==> config.mk <==
export PLATFORM = sky130hd
export DESIGN_NAME = tmds_decoder
export DESIGN_NICKNAME = d
export VERILOG_FILES = /design/src/rtl/tmds_decoder.sv
export SDC_FILE = /design/constraint.sdc
export NUM_CORES = 1
export LEC_CHECK = 0
export ABC_AREA = 1
export CAP_MARGIN = 20
export CORE_UTILIZATION = 49
export DETAILED_ROUTE_END_ITERATION = 8
export HOLD_SLACK_MARGIN = 0.15
export PLACE_DENSITY = 0.79
export SLEW_MARGIN = 20
export SYNTH_ARGS = -nofsm -noshare
export SYNTH_HDL_FRONTEND = slang
export SYNTH_SLANG_ARGS = --single-unit
==> constraint.sdc <==
create_clock -name i_clk -period 1.5 [get_ports i_clk]
set_clock_uncertainty 0.05 [all_clocks]
set_input_delay 0.3 -clock i_clk [delete_from_list [all_inputs] [get_ports i_clk]]
set_output_delay 0.3 -clock i_clk [all_outputs]
set_load 0.005 [all_outputs]
==> src/rtl/tmds_decoder.sv <==
// TMDS channel receive back end: decodes 10-bit symbols to pixel bytes or
// control bits and drives word alignment of the deserializer via bitslip.
module tmds_decoder #(
  parameter int unsigned LOCK_RUN       = 16,
  parameter int unsigned SEARCH_TIMEOUT = 2048,
  parameter int unsigned SLIP_WAIT      = 16
) (
  input  logic       i_clk,
  input  logic       i_rst,
  input  logic [9:0] i_word,
  output logic [7:0] o_data,
  output logic       o_de,
  output logic       o_c0,
  output logic       o_c1,
  output logic       o_locked,
  output logic       o_bitslip
);

  localparam int unsigned RUN_W = $clog2(LOCK_RUN + 1);
  localparam int unsigned TMO_W = $clog2(SEARCH_TIMEOUT);
  localparam int unsigned SW_W  = (SLIP_WAIT > 1) ? $clog2(SLIP_WAIT) : 1;

  localparam logic [RUN_W-1:0] RUN_MAX  = RUN_W'(LOCK_RUN);
  localparam logic [TMO_W-1:0] TMO_LAST = TMO_W'(SEARCH_TIMEOUT - 1);
  localparam logic [SW_W-1:0]  SW_LAST  = SW_W'(SLIP_WAIT - 1);

  localparam logic [1:0] ST_SEARCH    = 2'd0;
  localparam logic [1:0] ST_SLIP_WAIT = 2'd1;
  localparam logic [1:0] ST_LOCKED    = 2'd2;

  logic [1:0]       state, state_n;
  logic [RUN_W-1:0] run_cnt, run_n, run_inc;
  logic [TMO_W-1:0] tmo_cnt, tmo_n;
  logic [SW_W-1:0]  slip_cnt, slip_n;
  logic             bitslip_n, locked_n;
  logic             is_ctrl, run_complete;
  logic [1:0]       tok_c;
  logic [7:0]       d, dec;

  always_comb begin
    is_ctrl = 1'b1;
    tok_c   = 2'b00;
    case (i_word)
      10'h354: tok_c = 2'b00;
      10'h0AB: tok_c = 2'b01;
      10'h154: tok_c = 2'b10;
      10'h2AB: tok_c = 2'b11;
      default: is_ctrl = 1'b0;
    endcase
  end

  always_comb begin
    d      = i_word[9] ? ~i_word[7:0] : i_word[7:0];
    dec    = '0;
    dec[0] = d[0];
    for (int unsigned i = 1; i < 8; i++) begin
      dec[i] = i_word[8] ? (d[i] ^ d[i-1]) : ~(d[i] ^ d[i-1]);
    end
  end

  // Saturated run keeps reporting completion on every further token so a
  // steady control period continually refreshes the lock timeout.
  assign run_inc      = (run_cnt == RUN_MAX) ? run_cnt : run_cnt + RUN_W'(1);
  assign run_complete = is_ctrl && (state != ST_SLIP_WAIT) && (run_inc == RUN_MAX);

  always_comb begin
    state_n   = state;
    tmo_n     = tmo_cnt;
    slip_n    = slip_cnt;
    run_n     = is_ctrl ? run_inc : '0;
    bitslip_n = 1'b0;
    case (state)
      ST_SEARCH: begin
        if (run_complete) begin
          state_n = ST_LOCKED;
          tmo_n   = '0;
        end else if (tmo_cnt == TMO_LAST) begin
          state_n   = ST_SLIP_WAIT;
          bitslip_n = 1'b1;
          run_n     = '0;
          tmo_n     = '0;
          slip_n    = '0;
        end else begin
          tmo_n = tmo_cnt + TMO_W'(1);
        end
      end
      ST_SLIP_WAIT: begin
        run_n = '0;
        if (slip_cnt == SW_LAST) begin
          state_n = ST_SEARCH;
          tmo_n   = '0;
          slip_n  = '0;
        end else begin
          slip_n = slip_cnt + SW_W'(1);
        end
      end
      ST_LOCKED: begin
        if (run_complete) begin
          tmo_n = '0;
        end else if (tmo_cnt == TMO_LAST) begin
          state_n = ST_SEARCH;
          tmo_n   = '0;
          run_n   = '0;
        end else begin
          tmo_n = tmo_cnt + TMO_W'(1);
        end
      end
      default: begin
        state_n = ST_SEARCH;
        tmo_n   = '0;
        run_n   = '0;
        slip_n  = '0;
      end
    endcase
    locked_n = (state_n == ST_LOCKED);
  end

  always_ff @(posedge i_clk) begin
    if (i_rst) begin
      state     <= ST_SEARCH;
      run_cnt   <= '0;
      tmo_cnt   <= '0;
      slip_cnt  <= '0;
      o_data    <= '0;
      o_de      <= 1'b0;
      o_c0      <= 1'b0;
      o_c1      <= 1'b0;
      o_locked  <= 1'b0;
      o_bitslip <= 1'b0;
    end else begin
      state     <= state_n;
      run_cnt   <= run_n;
      tmo_cnt   <= tmo_n;
      slip_cnt  <= slip_n;
      o_locked  <= locked_n;
      o_bitslip <= bitslip_n;
      if (is_ctrl) begin
        o_data <= '0;
        o_de   <= 1'b0;
        o_c0   <= tok_c[0];
        o_c1   <= tok_c[1];
      end else begin
        o_data <= dec;
        o_de   <= locked_n;
      end
    end
  end

endmodule

==> flow_metrics.env <==
export IMPL_numPortBuffers=24
export IMPL_power_frac_clock=0.418
export IMPL_grt_ovfl_total=0
export IMPL_postSynthCellCount=250
export IMPL_dp_final_hpwl_mm=3.280
export IMPL_finalHoldViolCount=0
export IMPL_synth_enable_flop_cells=0
export IMPL_total_switching_power_w=0.0004839
export IMPL_r2r_end="o_de$_SDFF_PP0_"
export IMPL_maxSlewViolCount=0
export IMPL_total_die_area_sq_um=4027
export IMPL_vdd_ir_drop_max_mv=0.7496
export IMPL_yosys_warnings=0
export IMPL_tritoncts_num_buffers=5
export IMPL_totalWireLength_mm=5.401
export IMPL_grt_start_max_net_pins=12
export IMPL_post_synth_top_area_cell="sky130_fd_sc_hd__dfxtp_1"
export IMPL_grt_first_pass_wirelength_mm=7.638
export IMPL_wl_per_cell_um=14.36
export IMPL_hp_start="state[0]$_SDFF_PP0_"
export IMPL_cts_clk_slew_worst_paths_ns=0.07
export IMPL_setup_slack_of_the_worst_register_to_register_path_ns=-0.26
export IMPL_finalSetupViolCount=26
export IMPL_rows=21
export IMPL_vias_per_cell=5.016
export IMPL_die_w_um=63.46
export IMPL_min_delay_path_depth=1
export IMPL_drtIter0Drc=121
export IMPL_final_antenna_net_count=0
export IMPL_synth_lib_cells_used_distinct=30
export IMPL_dieHeight_um=63.46
export IMPL_timing_final_crit_share=1.174
export IMPL_cp_max_fo=4
export IMPL_clockRootBuffer="sky130_fd_sc_hd__clkbuf_8"
export IMPL_worstMarginPinSlew_ns=0.5359
export IMPL_synthArstFlopShare=0
export IMPL_vias_in_the_first_global_route=1795
export IMPL_ys_seq_area_frac=0.3786
export IMPL_effective_utilization_at_floorplan=0.5335
export IMPL_avgSynthCellArea_sq_um=7.402
export IMPL_synth_seq_cells=35
export IMPL_drv_max_cap_violation_count=0
export IMPL_p_int_w=0.001635
export IMPL_cts_tree="built"
export IMPL_critical_path_reg2reg_startpoint="run_cnt[1]$_SDFF_PP0_"
export IMPL_layout_area_overhead_vs_synth_pct=56.32
export IMPL_synth_most_common_cell="sky130_fd_sc_hd__nand2_1"
export IMPL_globalRouteTotalUtil=0.2459
export IMPL_leakage_nw=1.308
export IMPL_grt_setup_unrepaired="true"
export IMPL_via_count=1886
export IMPL_core_region_area_sq_um=3468
export IMPL_fillCellCount=213
export IMPL_layout_drive_gt1_share=0.3970
export IMPL_power_density_nw_per_um2=732.5
export IMPL_clkSinkCount=35
export IMPL_worst_hold_path_endpoint="o_bitslip$_SDFF_PP0_"
export IMPL_clock_latency_of_the_later_clocked_register_in_the_worst_skew_pair_ns=0.29
export IMPL_worst_ep_required_time_ns=1.68
export IMPL_critPathKind="flop to flop"
export IMPL_timing_fmax_ghz=0.5681
export IMPL_synth_net_count=266
export IMPL_outcome="finished, violations left"
export IMPL_critical_path_arrival_ns=1.94
export IMPL_h_tree_depth=2
export IMPL_power_combinational_fraction=0.126
export IMPL_min_path_type="flop to flop"
export IMPL_reg2reg_depth=9
export IMPL_antenna_cells=0
export IMPL_drt_drc_violations_left=0
export IMPL_initial_antenna_violation_count=0
export IMPL_synthTopCellsByCount="50 x sky130_fd_sc_hd__nand2_1, 37 x sky130_fd_sc_hd__nor2_1, 35 x sky130_fd_sc_hd__dfxtp_1, 32 x sky130_fd_sc_hd__inv_1, 20 x sky130_fd_sc_hd__nand3_1"
export IMPL_critical_path_endpoint_type="flop"
export IMPL_worst_setup_path_start_kind="flop"
export IMPL_gp_congestion=0.7875
export IMPL_minimum_setup_slack_in_the_final_design_ns=-0.2603
export IMPL_power_share_switching=0.2284
export IMPL_share_of_the_synthesized_area_in_the_top_cell_type=0.3786
export IMPL_drt_pass1_iterations=4
export IMPL_max_slew_margin_rel=0.6414
export IMPL_violations="negative setup slack"
export IMPL_post_synth_main_area_contributors="sky130_fd_sc_hd__dfxtp_1 38%, sky130_fd_sc_hd__nand2_1 10%, sky130_fd_sc_hd__nor2_1 7.5%"
export IMPL_cts_path_max_buffers=2
export IMPL_finalCriticalPeriod_ns=1.760
export IMPL_ys_flop_type="sky130_fd_sc_hd__dfxtp_1"
export IMPL_mapped_area_sq_um=1851
export IMPL_pre_cts_ws_ns=-0.4875
export IMPL_ioPinCount=25
export IMPL_seq_power_share=0.456
export IMPL_fin_util=0.8341
export IMPL_final_nets=345
## flip-flops by register name, indices dropped and copies added (netlist names)
| register | cells |
|---|---|
| o_de | 1 |
| run_cnt | 5 |
| o_c1 | 1 |
| slip_cnt | 4 |
| o_bitslip | 1 |
| tmo_cnt | 11 |
| state | 2 |
| o_data | 8 |
| o_locked | 1 |
| o_c0 | 1 |
## cells by family after synthesis
| group | count (synthesis) | share of synthesized area |
|---|---|---|
| and+or+nand+nor | 137 | 0.3611 |
| buffers and inverters | 37 | 0.08181 |
| DFF | 35 | 0.3786 |
| AOI/OAI and AO/OA | 21 | 0.07573 |
| xor gates and xnor gates | 16 | 0.07573 |
| adders and majority gates | 4 | 0.02705 |
## placed cells by master (no fill, tap or decap), types with 5 or more instances in the layout
cell type | synthesis | routed
sky130_fd_sc_hd__nand3_1 | 20 | 14
sky130_fd_sc_hd__inv_1 | 32 | 25
sky130_fd_sc_hd__inv_2 | 2 | 7
sky130_fd_sc_hd__nand3_2 | 4 | 6
sky130_fd_sc_hd__a21oi_1 | 12 | 10
sky130_fd_sc_hd__clkbuf_8 | 0 | 6
sky130_fd_sc_hd__nor2_4 | 3 | 8
sky130_fd_sc_hd__dfxtp_1 | 35 | 32
sky130_fd_sc_hd__nand2_2 | 5 | 10
sky130_fd_sc_hd__nand4_1 | 5 | 5
sky130_fd_sc_hd__nand2_1 | 50 | 42
sky130_fd_sc_hd__nor2_1 | 37 | 22
sky130_fd_sc_hd__dlygate4sd2_1 | 0 | 8
sky130_fd_sc_hd__clkdlybuf4s50_1 | 0 | 13
sky130_fd_sc_hd__buf_4 | 0 | 46
sky130_fd_sc_hd__nor2_2 | 2 | 12
sky130_fd_sc_hd__xor2_1 | 13 | 13
## power by group through the flow
| stage | Combinational [W] | Sequential, W | Clock, W |
|---|---|---|---|
| global placement | 0.000254 | 0.000990 | 0 |
| floorplan | 0.000100 | 0.000995 | 0 |
| CTS | 0.000255 | 0.000969 | 0.000895 |
| detailed placement | 0.000258 | 0.000991 | 0 |
| finish | 0.000267 | 0.000967 | 0.000885 |
| global route | 0.000290 | 0.000969 | 0.000957 |
## timing repair
action                                  CTS  global route
gates cloned                              0             0
pin swaps                                15            29
endpoints found under the setup margin   35            36
hold buffers                              0             0
gates resized for setup                  28            46
buffers inserted                          3             6
## critical path, cell delays in order (launching register included)
cell and delay [ns]:
sky130_fd_sc_hd__dfxtp_4 0.37, sky130_fd_sc_hd__inv_2 0.05, sky130_fd_sc_hd__ha_4 0.24, sky130_fd_sc_hd__nor2_2 0.21, sky130_fd_sc_hd__nand3_1 0.16, sky130_fd_sc_hd__nor2_4 0.13, sky130_fd_sc_hd__nand2_4 0.10, sky130_fd_sc_hd__a21oi_4 0.17
sky130_fd_sc_hd__nand3_4 0.10, sky130_fd_sc_hd__nor2_2 0.13
## per-stage QoR
stage	hold slack, ns	instances	TNS [ns]	total power (W)	area (sq um)
global placement	0.4150	359	-13.11	0.001244	2477
global route	0.4506	376	-6.540	0.002215	2893
CTS	0.4203	370	-3.556	0.002119	2668
floorplan	0.3937	250	-0.1897	0.001096	1874
detailed placement	0.4067	359	-13.65	0.001248	2477
finish	0.4222	376	-4.698	0.002119	2893
## per-layer routing
layer	share of wire	global-route usage	vias up
li1	-	-	950
met3	0.036	0.05435	16
met5	0	0	-
met4	0.026	0.1023	0
met2	0.53	0.4322	51
met1	0.41	0.2840	869
## layout make-up
cell class,instances,area [sq um],area share
multi-input cells,178,1230,0.4252
flip-flops and latches,35,709.4,0.2452
well taps,46,57.56,0.01990
clock inverters,2,35.03,0.01211
inverters,35,141.4,0.04888
repair buffers,74,636.9,0.2202
clock buffers,6,82.58,0.02855
## how the worst max path moves through the flow
| stage | start | endpoint | slack, ns | cells past startpoint |
|---|---|---|---|---|
| CTS | run_cnt[0]$_SDFF_PP0_ | run_cnt[3]$_SDFF_PP0_ | -0.24 | 14 |
| global placement | i_word[8] | run_cnt[3]$_SDFF_PP0_ | -0.46 | 9 |
| global route | run_cnt[0]$_SDFF_PP0_ | tmo_cnt[2]$_SDFFE_PP0P_ | -0.32 | 12 |
| finish | run_cnt[1]$_SDFF_PP0_ | o_de$_SDFF_PP0_ | -0.26 | 9 |
| detailed placement | i_word[0] | tmo_cnt[4]$_SDFFE_PP0P_ | -0.49 | 9 |
| floorplan | run_cnt[0]$_SDFF_PP0_ | tmo_cnt[0]$_SDFFE_PP0P_ | -0.03 | 12 |
Power figures use the tool's default switching activity.
